File: src/rtl/pipeline_ctrl.sv
// pipeline_ctrl: 5-stage pipeline sequencer with hazard/branch control, valid tracking, halt/drain and perf counters
module pipeline_ctrl #(
   parameter int CNT_W = 32
) (
   input  logic             clk,
   input  logic             reset_n,
   input  logic             hazard_detected_i,
   input  logic             br_taken_i,
   input  logic             halt_req_i,
   output logic             pc_en_o,
   output logic             if_id_en_o,
   output logic             if_id_flush_o,
   output logic             id_ex_flush_o,
   output logic             ex_mem_flush_o,
   output logic             halt_ack_o,
   output logic [CNT_W-1:0] stall_cnt_o,
   output logic [CNT_W-1:0] flush_cnt_o,
   output logic [CNT_W-1:0] retire_cnt_o
);
   typedef enum logic [1:0] {RUN, DRAIN, HALTED} state_t;
   state_t state_q, state_d;
   logic v_id_q, v_ex_q, v_mem_q, v_wb_q;
   logic v_id_d, v_ex_d, v_mem_d, v_wb_d;
   logic [CNT_W-1:0] stall_cnt_q, flush_cnt_q, retire_cnt_q;
   logic [CNT_W-1:0] stall_cnt_d, flush_cnt_d, retire_cnt_d;
   logic flush, stall, fetch, empty;
   // a taken branch squashes the ID instruction, so it can never stall in the same cycle
   always_comb begin
      flush = br_taken_i;
      stall = hazard_detected_i & v_id_q & ~flush;
      fetch = (state_q == RUN);
      empty = ~(v_id_q | v_ex_q | v_mem_q | v_wb_q);
   end
   // same-cycle enables and flushes; a branch always loads the redirect target into the PC
   always_comb begin
      pc_en_o        = flush | (fetch & ~stall);
      if_id_en_o     = ~stall;
      if_id_flush_o  = flush | (~fetch & ~stall);
      id_ex_flush_o  = flush | stall;
      ex_mem_flush_o = flush;
      halt_ack_o     = (state_q == HALTED);
      stall_cnt_o    = stall_cnt_q;
      flush_cnt_o    = flush_cnt_q;
      retire_cnt_o   = retire_cnt_q;
   end
   // next shadow valids, drain FSM and counters
   always_comb begin
      v_id_d       = flush ? 1'b0 : stall ? v_id_q : fetch;
      v_ex_d       = (flush | stall) ? 1'b0 : v_id_q;
      v_mem_d      = flush ? 1'b0 : v_ex_q;
      v_wb_d       = v_mem_q;
      stall_cnt_d  = stall_cnt_q + CNT_W'(stall);
      flush_cnt_d  = flush_cnt_q + CNT_W'(flush);
      retire_cnt_d = retire_cnt_q + CNT_W'(v_wb_q);
      state_d      = state_q;
      case (state_q)
         RUN:     state_d = halt_req_i ? DRAIN : RUN;
         DRAIN:   state_d = ~halt_req_i ? RUN : (empty & ~flush) ? HALTED : DRAIN;
         HALTED:  state_d = halt_req_i ? HALTED : RUN;
         default: state_d = RUN;
      endcase
   end
   // state register; reset overrides any branch or drain in progress
   always_ff @(posedge clk) begin
      if (!reset_n) begin
         state_q      <= RUN;
         v_id_q       <= 1'b0;
         v_ex_q       <= 1'b0;
         v_mem_q      <= 1'b0;
         v_wb_q       <= 1'b0;
         stall_cnt_q  <= '0;
         flush_cnt_q  <= '0;
         retire_cnt_q <= '0;
      end else begin
         state_q      <= state_d;
         v_id_q       <= v_id_d;
         v_ex_q       <= v_ex_d;
         v_mem_q      <= v_mem_d;
         v_wb_q       <= v_wb_d;
         stall_cnt_q  <= stall_cnt_d;
         flush_cnt_q  <= flush_cnt_d;
         retire_cnt_q <= retire_cnt_d;
      end
   end
endmodule
File: config.mk
export PLATFORM = sky130hd
export DESIGN_NAME = pipeline_ctrl
export DESIGN_NICKNAME = d
export VERILOG_FILES = /design/src/rtl/pipeline_ctrl.sv
export SDC_FILE = /design/constraint.sdc
export NUM_CORES = 1
export LEC_CHECK = 0
export CORE_ASPECT_RATIO = 1.75
export CORE_MARGIN = 10
export CORE_UTILIZATION = 30
export CTS_CLUSTER_SIZE = 24
export DETAILED_ROUTE_END_ITERATION = 6
export GPL_ROUTABILITY_DRIVEN = 0
export GPL_TIMING_DRIVEN = 1
export SLEW_MARGIN = 20
export SYNTH_ARGS = -nofsm -noshare
export SYNTH_HDL_FRONTEND = slang
export SYNTH_SLANG_ARGS = --single-unit
File: constraint.sdc
create_clock -name clk -period 7.7 [get_ports clk]
set_input_delay 1.155 -clock clk [delete_from_list [all_inputs] [get_ports clk]]
set_output_delay 1.155 -clock clk [all_outputs]
set_load 0.02 [all_outputs]
Yosys cells after proc, flatten, opt, wreduce, memory -nomap -nowiden. Cells that the tools add are included.

Word-level logic and storage cells: 37. Register bits: 102. Output and inout port bits: 102.

Add/subtract/negate cells: 3. Reduce and logical (&&, ||, !) cells: 3. Eq/ne operators: 2. Mux-type cells: 5. Bitwise logic cells: 16.

Operators with widths (number): 32-bit by 1-bit adder with 32-bit output (3); 2-bit 2-to-1 mux (3); 1-bit OR (6); 2-bit case mux with 3 select lines (1); 1-bit AND (5); 1-bit inverter (5); 2-bit OR reduction (2); 2-bit by 1-bit == test with 1-bit output (second input constant) (1); 2-bit == test (second input constant) (1); 2-bit zero test (1); 1-bit 2-to-1 mux (1).

Logic depth before layout (Yosys ltp).
Depth in word-level cells: 8. Mapped depth: 9.

Worst setup path after synthesis. No wires, ideal clock.

Path kind: in2reg. Start point: in hazard_detected_i. End point: reg stall_cnt_q[30] (netlist: stall_cnt_o[30]). Arrival: 3.173 ns. Data required time: 7.628 ns. Setup slack: 4.455 ns. Path buffers: 1. Cell stages on the path: 9. Cell sequence: nand2_1 -> nor2_1 -> ha_1 -> ha_1 -> nand3_1 -> or4_1 -> clkbuf_1 -> nor4_1 -> mux2i_1.

Cells in the longest elaborated chain, start to end: 3.

RTL lines: from (decl) (line 7) `input logic hazard_detected_i,`; 1-bit AND (2 in a row) (line 30) `stall = hazard_detected_i & v_id_q & ~flush;`; 32-bit by 1-bit adder with 32-bit output (line 52) `stall_cnt_d = stall_cnt_q + CNT_W'(stall);`; to (signal assigned) (line 80) `stall_cnt_q <= stall_cnt_d;`; to (decl) (line 24) `logic [CNT_W-1:0] stall_cnt_q, flush_cnt_q, retire_cnt_q;`.

No other way between the ends. A chain may end at the register's enable or synchronous reset.

Worst setup path in the final report.
Start point: in br_taken_i. End point: reg stall_cnt_q[28] (netlist: stall_cnt_o[28]).

Cells in the longest elaborated chain, start to end: 3.

RTL lines: from (decl) (line 8) `input logic br_taken_i,`; 1-bit inverter (line 30); 1-bit AND (line 30); 32-bit by 1-bit adder with 32-bit output (line 52).

No other way between the ends.

==> results.cfg <==
[sta]
finalSetupTns_ns = 0
slew-limit-headroom = 0.4326
finalHoldViolations = 0
skew_ns = 0.008755
finalSetupViolCount = 0
postLayoutSetupSlackWorst_ns = 3.785
rsz0062_at_grt = false
min_period_ns = 3.915
max_freq_ghz = 0.2554
worst_pin_slew_ns = 0.8434
period_share = 0.5084
hold_slack_ns = 0.4633
maxSlewViolCount = 0

[yosys]
syn-num-nets = 561
synth_area_um2 = 4713
synth_cells = 549
synthFlopType = dfxtp_1
synth.lib_cells_used.distinct = 41
ys_warn_count = 0
yosysSeqAreaShare = 0.4332
synthArstFlopShare = 0
synth.avg_cell_area_um2 = 8.585
synth_edf_count = 0
ys_ff_latch = 102

[routing]
drt_iter0_markers = 117
routedWlPerCell_um = 16.72
drc_errors = 0
firstDrtPassIters = 4
vias_per_cell = 5.448
detail-route-antenna-nets = 0
wl_um = 13880
vias = 4522

[critical_path]
path_buf_inv = 1
crit_type = input pin to flip-flop
required_ns = 7.96
cp_top_family = simple AND/OR/NAND/NOR gates
cpMaxStageDelayCell = or4_1
ff2ff_path_depth = 8
path_cells = clkdlybuf4s50_1, nor2_1, ha_1, ha_1, nand3_1, or4_1, or4_1, a21oi_1
critPathArrivalTime_ns = 4.18
r2r_slack_ns = 4.81
cp-end-kind = flip-flop
r2r_start = v_id_q
worstPathMaxFanout = 13
slowest_delay_ns = 0.74
critPathLaunchType = input pin
r2r-end = stall_cnt_o[28]
critPathLaunch = br_taken_i

[min_path]
holdPathEnd = v_wb_q
hp-start = v_mem_q
hold_class = flip-flop to flip-flop
hold_depth = 1

[clocking]
cts_buffers = 9
clockBufferDepth = 2
clock-sinks = 102
cts_resized = 0
cts_setup_buffers = 0
ctsHoldBuffers = 0
htreeDepth = 3
cts-root-buf = clkbuf_16
clkLatencyLatePin_ns = 0.34
clk_pin_slew_ns = 0.07
cts_tree = built

[floorplan]
rows = 60
core_region_area_um2 = 15390
ios = 107
die_w_um = 114.8
die_y_um = 185.8
dieArea_um2 = 21320
start_util = 0.3063

[power]
p_leak_nw = 1.899
ir_drop_mv = 0.08742
p_per_area_nw_per_um2 = 164.9
power_mw = 1.020

[finish]
layout_commonest_cell = clkdlybuf4s50_1
layout_common_cells = clkdlybuf4s50_1, dfxtp_1, a21oi_1, nand2_1, nor2_1
n_antenna_cell = 0
drive_gt1_frac = 0.04658
synthToLayoutAreaGrowth_pct = 31.19
fin_nets = 651
stdcell_area_um2 = 6183

[global_route]
antenna_found_initial = 0
grt_max_degree = 48
grt_pass1_vias = 4366
grt-ovfl-total = 0
track_usage = 0.1284
grt_pass1_wl_um = 22400

[placed_design]
post-dp-hpwl_um = 10190
placed_area_um2 = 5896
io_buffers = 106
pre_cts_ws_ns = 3.442

[run_status]
outcome = complete, no violations

[job]
drv_cap = 0
[through the flow]
step / instances / utilization
2_1_floorplan: 549 / -
3_3_place_gp: 814 / 0.3831
3_5_place_dp: 814 / 0.3831
4_1_cts: 830 / 0.4021
5_1_grt: 830 / 0.4018
6_report: 830 / 0.4018
[layout make-up]
| cell class | instances | area (µm²) |
|---|---|---|
| clock buffers | 11 | 232.7 |
| repair buffers | 107 | 1064 |
| well taps | 186 | 232.7 |
| fillers | 1550 | 9206 |
| clock inverters | 5 | 60.06 |
| multi-input cells | 402 | 2489 |
| inverters | 17 | 63.81 |
| flip-flops and latches | 102 | 2042 |
[power by group]
| part | switching (mW) | leakage (nW) | internal [mW] |
|---|---|---|---|
| logic | 0.0196 | 0.938 | 0.0104 |
| clock network | 0.205 | 0.140 | 0.253 |
| registers | 0.00182 | 0.822 | 0.529 |
| total | 0.227 | 1.90 | 0.793 |
[synthesized netlist by cell type (all sizes together), types with 6 or more instances]
| library cell | number | area [µm²] |
|---|---|---|
| a21oi | 49 | 245.2 |
| dfxtp | 102 | 2042 |
| nor4 | 11 | 68.82 |
| nor3 | 9 | 45.04 |
| and2 | 10 | 62.56 |
| or4 | 32 | 240.2 |
| and4 | 7 | 61.31 |
| nand3 | 29 | 145.1 |
| or3 | 22 | 142.6 |
| xor2 | 14 | 122.6 |
| nor2 | 37 | 138.9 |
| xnor2 | 18 | 157.7 |
| o31ai | 28 | 210.2 |
| nand2 | 41 | 153.9 |
| ha | 7 | 87.58 |
| buf | 8 | 43.79 |
| mux2i | 6 | 60.06 |
| inv | 17 | 63.81 |
| clkbuf | 20 | 75.07 |
| nand4 | 23 | 156.4 |
| o21ai | 20 | 100.1 |
| and3 | 7 | 45.05 |
| nand2b | 10 | 62.56 |
[worst max-delay path by stage]
stage               cells past startpoint  slack [ns]              end
floorplan                               9        4.46  stall_cnt_o[30]
global placement                        8        3.55  stall_cnt_o[26]
detailed placement                      8        3.44  stall_cnt_o[28]
CTS                                     8        3.80  stall_cnt_o[28]
global route                            8        3.59  stall_cnt_o[28]
finish                                  8        3.79  stall_cnt_o[28]
[routing by layer]
| layer | GRT usage | wire [µm] | share of wire |
|---|---|---|---|
| met5 | 0 | 0 | 0 |
| met3 | 0.03063 | 708 | 0.051 |
| met1 | 0.1337 | 5371 | 0.39 |
| met4 | 0.05666 | 323 | 0.023 |
| met2 | 0.2353 | 7473 | 0.54 |
[cells by family (layout without fill, tap and decap cells)]
| kind of cell | count (synthesis) | count (layout) | share of synthesized area |
|---|---|---|---|
| XOR/XNOR | 32 | 32 | 0.05946 |
| flip-flops | 102 | 102 | 0.4332 |
| AO/OA/AOI/OAI | 107 | 107 | 0.1362 |
| multiplexers | 6 | 6 | 0.01274 |
| AND/OR/NAND/NOR | 250 | 250 | 0.3010 |
| buffers and inverters | 45 | 140 | 0.03876 |
| adder cells (fa/ha/maj) | 7 | 7 | 0.01858 |
[flip-flops by register name, summed over array words and instances (netlist names)]
register / cells
v_ex_q: 1
state_q: 2
v_mem_q: 1
retire_cnt_o: 32
v_wb_q: 1
flush_cnt_o: 32
stall_cnt_o: 32
v_id_q: 1
(Power assumes the default switching activity.)
